$ cat src/rtl/lc4_multiplier_seq_if.sv
// Handshake and operand/result bundle for the LC4 sequential multiply-accumulate unit.
// The master modport belongs to the requester and the slave modport to the multiplier.
interface lc4_multiplier_seq_if;
  logic        i_start;
  logic [15:0] i_multiplicand;
  logic [15:0] i_multiplier;
  logic [15:0] i_addend;
  logic        o_ready;
  logic        o_valid;
  logic [15:0] o_product;
  logic        o_overflow;

  modport master (
    output i_start, i_multiplicand, i_multiplier, i_addend,
    input  o_ready, o_valid, o_product, o_overflow
  );

  modport slave (
    input  i_start, i_multiplicand, i_multiplier, i_addend,
    output o_ready, o_valid, o_product, o_overflow
  );
endinterface

$ cat src/rtl/lc4_multiplier_seq.sv
// Multi-cycle shift-add multiply-accumulate: product = low 16 bits of A*B+C, with an overflow flag.
// Retires BITS_PER_CYCLE multiplier bits per BUSY cycle, so the latency is fixed at 16/BITS_PER_CYCLE.
module lc4_multiplier_seq #(
  parameter int BITS_PER_CYCLE = 1
) (
  input  logic                 clk,
  input  logic                 rst_n,
  lc4_multiplier_seq_if.slave  bus
);
  localparam int LATENCY = 16 / BITS_PER_CYCLE;

  generate
    if (BITS_PER_CYCLE != 1 && BITS_PER_CYCLE != 2 && BITS_PER_CYCLE != 4 &&
        BITS_PER_CYCLE != 8 && BITS_PER_CYCLE != 16) begin : g_bad_bits_per_cycle
      $error("lc4_multiplier_seq: BITS_PER_CYCLE must be 1, 2, 4, 8 or 16");
    end
  endgenerate

  typedef enum logic [1:0] {
    ST_IDLE = 2'd0,
    ST_BUSY = 2'd1,
    ST_DONE = 2'd2
  } state_t;

  state_t      state_r;
  state_t      state_nxt_s;
  logic [31:0] mcand_r;     // multiplicand pre-shifted to the current bit position
  logic [15:0] mplier_r;    // multiplier with retired bits shifted out
  logic [31:0] acc_r;
  logic [31:0] acc_nxt_s;
  logic [4:0]  count_r;
  logic [15:0] product_r;
  logic        overflow_r;
  logic        accept_s;
  logic        last_s;

  assign accept_s = (state_r != ST_BUSY) && bus.i_start;
  assign last_s   = (state_r == ST_BUSY) && (count_r == 5'(LATENCY - 1));

  // Partial-product sum for the bits retired this cycle.
  always_comb begin
    acc_nxt_s = acc_r;
    for (int k = 0; k < BITS_PER_CYCLE; k++) begin
      if (mplier_r[k]) begin
        acc_nxt_s = acc_nxt_s + (mcand_r << k);
      end else begin
        acc_nxt_s = acc_nxt_s;
      end
    end
  end

  // Next-state decode; DONE accepts a new start just like IDLE.
  always_comb begin
    state_nxt_s = state_r;
    case (state_r)
      ST_IDLE: begin
        if (accept_s) state_nxt_s = ST_BUSY;
        else          state_nxt_s = ST_IDLE;
      end
      ST_BUSY: begin
        if (last_s) state_nxt_s = ST_DONE;
        else        state_nxt_s = ST_BUSY;
      end
      ST_DONE: begin
        if (accept_s) state_nxt_s = ST_BUSY;
        else          state_nxt_s = ST_IDLE;
      end
      default: state_nxt_s = ST_IDLE;
    endcase
  end

  // State register.
  always_ff @(posedge clk or negedge rst_n) begin
    if (!rst_n) begin
      state_r <= ST_IDLE;
    end else begin
      state_r <= state_nxt_s;
    end
  end

  // Operand capture, shift-add iteration and held result registers.
  always_ff @(posedge clk or negedge rst_n) begin
    if (!rst_n) begin
      mcand_r    <= 32'd0;
      mplier_r   <= 16'd0;
      acc_r      <= 32'd0;
      count_r    <= 5'd0;
      product_r  <= 16'd0;
      overflow_r <= 1'b0;
    end else if (accept_s) begin
      mcand_r  <= {16'd0, bus.i_multiplicand};
      mplier_r <= bus.i_multiplier;
      acc_r    <= {16'd0, bus.i_addend};
      count_r  <= 5'd0;
    end else if (state_r == ST_BUSY) begin
      acc_r    <= acc_nxt_s;
      mcand_r  <= mcand_r << BITS_PER_CYCLE;
      mplier_r <= mplier_r >> BITS_PER_CYCLE;
      count_r  <= count_r + 5'd1;
      if (last_s) begin
        product_r  <= acc_nxt_s[15:0];
        overflow_r <= |acc_nxt_s[31:16];
      end
    end
  end

  assign bus.o_ready    = (state_r != ST_BUSY);
  assign bus.o_valid    = (state_r == ST_DONE);
  assign bus.o_product  = product_r;
  assign bus.o_overflow = overflow_r;
endmodule

$ cat src/flat_wrapper.sv
// flat-port wrapper written by rule: the top's interface ports become plain ports
module lc4_multiplier_seq_flat 
#(
  parameter int BITS_PER_CYCLE = 1
)
  (clk, rst_n, bus_i_start, bus_i_multiplicand, bus_i_multiplier, bus_i_addend, bus_o_ready, bus_o_valid, bus_o_product, bus_o_overflow);
  lc4_multiplier_seq_if bus_i ();
  input  logic clk;
  input  logic rst_n;
  input wire logic [$bits(bus_i.i_start)-1:0] bus_i_start;
  input wire logic [$bits(bus_i.i_multiplicand)-1:0] bus_i_multiplicand;
  input wire logic [$bits(bus_i.i_multiplier)-1:0] bus_i_multiplier;
  input wire logic [$bits(bus_i.i_addend)-1:0] bus_i_addend;
  output wire logic [$bits(bus_i.o_ready)-1:0] bus_o_ready;
  output wire logic [$bits(bus_i.o_valid)-1:0] bus_o_valid;
  output wire logic [$bits(bus_i.o_product)-1:0] bus_o_product;
  output wire logic [$bits(bus_i.o_overflow)-1:0] bus_o_overflow;
  assign bus_i.i_start = bus_i_start;
  assign bus_i.i_multiplicand = bus_i_multiplicand;
  assign bus_i.i_multiplier = bus_i_multiplier;
  assign bus_i.i_addend = bus_i_addend;
  assign bus_o_ready = bus_i.o_ready;
  assign bus_o_valid = bus_i.o_valid;
  assign bus_o_product = bus_i.o_product;
  assign bus_o_overflow = bus_i.o_overflow;
  lc4_multiplier_seq #(.BITS_PER_CYCLE(BITS_PER_CYCLE)) u_core (.clk(clk), .rst_n(rst_n), .bus(bus_i));
endmodule
$ cat config.mk
export PLATFORM = sky130hd
export DESIGN_NAME = lc4_multiplier_seq_flat
export DESIGN_NICKNAME = d
export VERILOG_FILES = /design/src/rtl/lc4_multiplier_seq_if.sv /design/src/rtl/lc4_multiplier_seq.sv /design/src/flat_wrapper.sv
export SDC_FILE = /design/constraint.sdc
export NUM_CORES = 1
export LEC_CHECK = 0
export BUFFER_PORTS_ARGS = -buffer_cell sky130_fd_sc_hd__buf_2
export CELL_PAD_IN_SITES_DETAIL_PLACEMENT = 0
export CELL_PAD_IN_SITES_GLOBAL_PLACEMENT = 2
export CORE_MARGIN = 2
export CORE_UTILIZATION = 41
export CTS_BUF_LIST = sky130_fd_sc_hd__clkbuf_4
export CTS_CLUSTER_SIZE = 25
export DETAILED_ROUTE_END_ITERATION = 7
export PLACE_DENSITY_LB_ADDON = 0.2
export SYNTH_ARGS = -nofsm -noshare
export SYNTH_HDL_FRONTEND = slang
export SYNTH_SLANG_ARGS = --single-unit
export TNS_END_PERCENT = 100
$ cat constraint.sdc
create_clock -name clk -period 9.9 [get_ports clk]
set_input_delay 0.99 -clock clk [delete_from_list [all_inputs] [get_ports clk]]
set_output_delay 0.99 -clock clk [all_outputs]
set_load 0.005 [all_outputs]
======== Yosys cells after proc, flatten, opt, wreduce, memory -nomap -nowiden ========
Index checks and enable logic that the tools add are counted.
storage, ports and cells
  bits in registers ....................... 104
  latch bits .............................. 0
  bits in writable memories ............... 0
  ROM bits ................................ 0
  output and inout bits ................... 19
  word-level logic and storage cells ...... 33
  memories ................................ 0
operators by class
  add/sub/neg operators ................... 2
  multipliers ............................. 0
  divide/modulo/power cells ............... 0
  magnitude comparators ................... 0
  eq/ne operators ......................... 4
  shift-type cells ........................ 0
  mux-type cells .......................... 12
  bitwise operators ....................... 1
  reduce and logical (&&, ||, !) cells .... 7
operators with widths
  operator                                                          count
  32-bit two-way mux                                                5
  32-bit adder                                                      1
  16-bit two-way mux                                                2
  16-bit OR reduction                                               1
  5-bit two-way mux                                                 2
  5-bit by 1-bit adder with 5-bit output (second input constant)    1
  5-bit by 4-bit == test with 1-bit output (second input constant)  1
  2-bit one-hot mux with 2 select lines                             1
  3-bit AND reduction                                               1
  2-bit by 1-bit == test with 1-bit output (second input constant)  1
  2-bit == test (second input constant)                             1
  1-bit logical AND                                                 2
  2-bit zero test                                                   1
  2-bit two-way mux                                                 1
  2-bit by 1-bit != test with 1-bit output (second input constant)  1
  2-bit nonzero test                                                1
  2-bit OR reduction                                                1
  1-bit two-way mux                                                 1
  1-bit NOT                                                         1

======== Logic depth before layout (Yosys ltp) ========
  depth after elaboration ................. 4
  gate-level depth with buffers ........... 13
  mapped depth without buffers ............ 13

======== Least setup slack after synthesis ========
No wires, ideal clock.
  path kind ............................... register to register
  start ................................... reg u_core.mcand_r[7]
  end ..................................... reg u_core.overflow_r (netlist: u_core.bus.o_overflow)
  arrival time ............................ 3.440 ns
  path slack .............................. 6.334 ns
  stages on the path, launching flop included .. 14
  path through ............................ dfrtp_1 ha_1 clkbuf_1 and4_1 nand2_1 o2bb2ai_2 a21oi_2 o41a_2 xnor2_1 mux2_4 nor4_2 nand4_1 or4_1 o32a_1
on the way
  word-level cells in the longest chain between the ends .. 3
RTL lines
  element                 RTL line                   RTL
  start, declared         lc4_multiplier_seq.sv:27   logic [31:0] mcand_r;
  start signal, assigned  lc4_multiplier_seq.sv:91   mcand_r <= {16'd0, bus.i_multiplicand};
  start signal, assigned  lc4_multiplier_seq.sv:97   mcand_r <= mcand_r << BITS_PER_CYCLE;
  32-bit adder            lc4_multiplier_seq.sv:45   acc_nxt_s = acc_nxt_s + (mcand_r << k);
  32-bit two-way mux      lc4_multiplier_seq.sv:44   if (mplier_r[k]) begin
  16-bit OR reduction     lc4_multiplier_seq.sv:102  overflow_r <= |acc_nxt_s[31:16];
  end signal, assigned    lc4_multiplier_seq.sv:102
  end, declared           lc4_multiplier_seq.sv:33   logic overflow_r;
No other way between the ends.
A chain may end at the register's enable or synchronous reset.

======== Worst setup path in the final report ========
  start ................................... reg u_core.acc_r[0]
  end ..................................... reg u_core.overflow_r (netlist: u_core.bus.o_overflow)
on the way
  word-level cells in the longest chain between the ends .. 3
RTL lines
  element                 RTL line                   RTL
  start, declared         lc4_multiplier_seq.sv:29   logic [31:0] acc_r;
  start signal, assigned  lc4_multiplier_seq.sv:93   acc_r <= {16'd0, bus.i_addend};
  start signal, assigned  lc4_multiplier_seq.sv:96   acc_r <= acc_nxt_s;
  32-bit adder            lc4_multiplier_seq.sv:45
  32-bit two-way mux      lc4_multiplier_seq.sv:44
  16-bit OR reduction     lc4_multiplier_seq.sv:102
No other way between the ends.

==> key figures <==
Clocking
  – Reg clk slew, reported paths: 0.18 ns
  – CTS tree: built
  – Post-CTS Repair Setup Buffers: 0
  – CTS Buf Count: 9
  – # hold bufs at CTS: 0
  – Clock root buffer: clkbuf_4
  – H-tree Lvls: 3
  – Clock Path Buffers: 2
  – Cells resized by post-CTS repair: 0
  – Clk_lat worst skew: 0.51 ns
  – CTS Sinks: around 100

Timing
  – Fmax: 0.251 GHz
  – Setup Skew: 0.0257 ns
  – Final worst path period need: between 3 and 4 ns
  – Fin Hold WS: between 0.4 and 0.5 ns
  – Slew @ Worst Pin: between 1 and 1.5 ns
  – RSZ-0062 raised after global routing: false
  – Slew Viols, Final: 0
  – Period utilization: 40.3%
  – Hold Violations, Final: 0
  – Setup TNS: 0 ns
  – Max-slew headroom: 19.7%
  – Final setup fails: 0

Logic synthesis
  – Netlist Area Pre-Place: between 6000 and 7000 sq um
  – Synth Flop Type: dfrtp_1
  – Dominant cell type by area after synthesis: dfrtp_1
  – Register area share after synthesis: 41.0%
  – Post-Syn Instances: 716
  – Largest cells by area after synthesis: dfrtp_1 (41%), mux2i_1 (8.5%), o21ai_0 (7.6%)
  – Post-synth cell types: 54
  – Post-Syn Nets: 801
  – Synth Register Bits: between 100 and 150
  – Yosys warning count: 0
  – Synth top area share: about two fifths
  – Post-synth EDFFs: 0
  – Async SR Flop Fraction: 100%
  – Top cells by count, synth: nand2_1 (121), dfrtp_1 (104), o21ai_0 (97)
  – Count leader, synth: nand2_1
  – Syn_area_per_cell: 8.87 sq um

Finish
  – Share of cells above drive strength 1: 14.1%
  – Area Growth Syn to Fin: 9.42%
  – Final nets: 844
  – Util after Layout: 45.9%

Placed design
  – Port bufs: 69
  – DPL Wire Length: between 10000 and 15000 microns
  – Routability congestion estimate: 0.843

Worst setup path
  – Critical Path AT: roughly 4.4 ns
  – Critical Path RT: 10.32 ns
  – Crit-path cells: ha_1, fa_1, a21o_1, a221oi_4, o2bb2ai_2, a21oi_2, o41a_2, xnor2_1, mux2_4, nor4_2, nand4_1, or4_1, o32a_1
  – Slowest stage delay, CP: 0.51 ns
  – Cell family with most CP delay: compound AO/OA/AOI/OAI gates
  – CP max FO: 4
  – CP bufs+invs: 0
  – CP endpoint kind: flop
  – Slowest-stage cell, CP: or4_1
  – CP startpoint kind: flop
  – WS Path Type: reg2reg

Detailed routing
  – Detail Route Antenna Nets: 0
  – Vias: 5290
  – Drt via density: 5.55
  – Sum of routed wire length over all layers: between 15000 and 20000 microns
  – Drt first pass iters: 5
  – DRC viols: 0
  – Drt first-iter violations: 367
  – Wirelength per Cell: 17.0 microns

Power
  – Standby leakage power: 0.00322 uW
  – VDD IR max: 126 uV
  – Power Density: roughly 340 nW/um^2
  – Pwr Total: between 2000 and 2500 uW

Min path
  – Hold/Removal Path Class: in2async

Status
  – Status: finished, final reports clean

Die
  – DIE AREA: 16500 sq um
  – I/O pin cnt: 70
  – Initial Util: a little over two fifths
  – Die H: approximately 130 microns
  – Die width: 128 microns
  – Row Count: 45
  – Core Area: 15100 sq um

Global routing
  – Grt ovf: 0
  – Vias in the first global route: between 5000 and 6000
  – Initial antenna violation count: 1
  – Gr usage total: between 20% and 30%
  – First-pass GRT wire length: 26800 microns
  – Largest net degree at the start of global routing: 75

Flow run
  – Max_cap viols: 0
==> sequential cells by signal, indices dropped and copies added (netlist names) <==
name,count
u_core.mcand_r,32
u_core.bus.o_overflow,1
u_core.acc_r,32
u_core.mplier_r,16
u_core.bus.o_product,16
u_core.state_r,2
u_core.count_r,5
==> path summary, 6_finish.rpt <==
path / endpoint / slack, ns / cells past startpoint / from
max: u_core.bus.o_overflow / 5.91 / 13 / u_core.acc_r[0]
min: u_core.acc_r[17] / 0.41 / 1 / rst_n
max reg2reg: u_core.bus.o_overflow / 5.91 / 13 / u_core.acc_r[0]
min reg2reg: u_core.bus.o_product[11] / 0.50 / 2 / u_core.bus.o_product[11]
max in group asynchronous: u_core.acc_r[18] / 8.14 / 2 / rst_n
min in group clk: u_core.bus.o_product[11] / 0.50 / 2 / u_core.bus.o_product[11]
==> per-layer routing <==
metal  wire length (microns)  global-route usage, %  vias to the layer above
li1                        -                      -                     2626
met1                    7810                   27.3                     2558
met2                    7640                   34.9                       93
met3                     562                   3.74                       13
met4                     217                   5.56                        0
met5                       0                      0                        -
==> final cells by class <==
class                   instances  area, sq um
clock buffers                  11         82.6
repair buffers                 75          393
clock inverters                 5         40.0
fillers                      1519         8200
flip-flops and latches        104         2600
well taps                     188          235
diodes                          1         2.50
inverters                      14         52.6
multi-input cells             555         3540
==> cells in the final DEF (no fill, tap or decap), types with 3 or more instances in the layout <==
cell and n:
a211o_1 3, a211oi_1 8, a21o_1 7, a21oi_1 44
a31oi_1 5, and3_1 5, buf_2 68, buf_4 7
clkbuf_4 11, dfrtp_1 104, ha_1 33, inv_1 14
mux2_2 4, mux2i_1 54, nand2_1 121, nand2b_1 5
nand3_1 17, nand4_1 11, nor2_1 42, nor2b_1 11
nor3_1 5, o21a_1 5, o21ai_0 97, o21bai_1 4
o22ai_1 9, o31a_1 4, xnor2_1 19, xor2_1 9
==> where the power goes <==
part | total (uW) | leakage (uW) | internal, uW | switching [uW]
Clock | 214 | 0.0000670 | 59.8 | 154
Combinational | 1380 | 0.00186 | 559 | 823
Sequential | 746 | 0.00130 | 606 | 140
Total | 2340 | 0.00322 | 1220 | 1120
==> kinds of logic after synthesis <==
group                      count (synthesis)  share of synthesized area [%]
AOI/OAI and AO/OA                        205                           19.5
xor gates and xnor gates                  28                           3.86
adders and majority gates                 34                           6.82
buffers and inverters                     57                           3.39
DFF                                      104                           41.0
muxes                                     59                           9.46
and+or+nand+nor                          229                           16.0
==> metrics by stage <==
| step | area [sq um] | std cells | worst slack, ns |
|---|---|---|---|
| floorplan | 6350 | 716 | 6.33 |
| global placement | 6820 | 936 | 6.05 |
| detailed placement | 6820 | 936 | 5.97 |
| CTS | 6950 | 952 | 5.92 |
| global route | 6950 | 953 | 5.74 |
| finish | 6950 | 953 | 5.91 |
No activity file was read; power rests on OpenSTA's default activity.
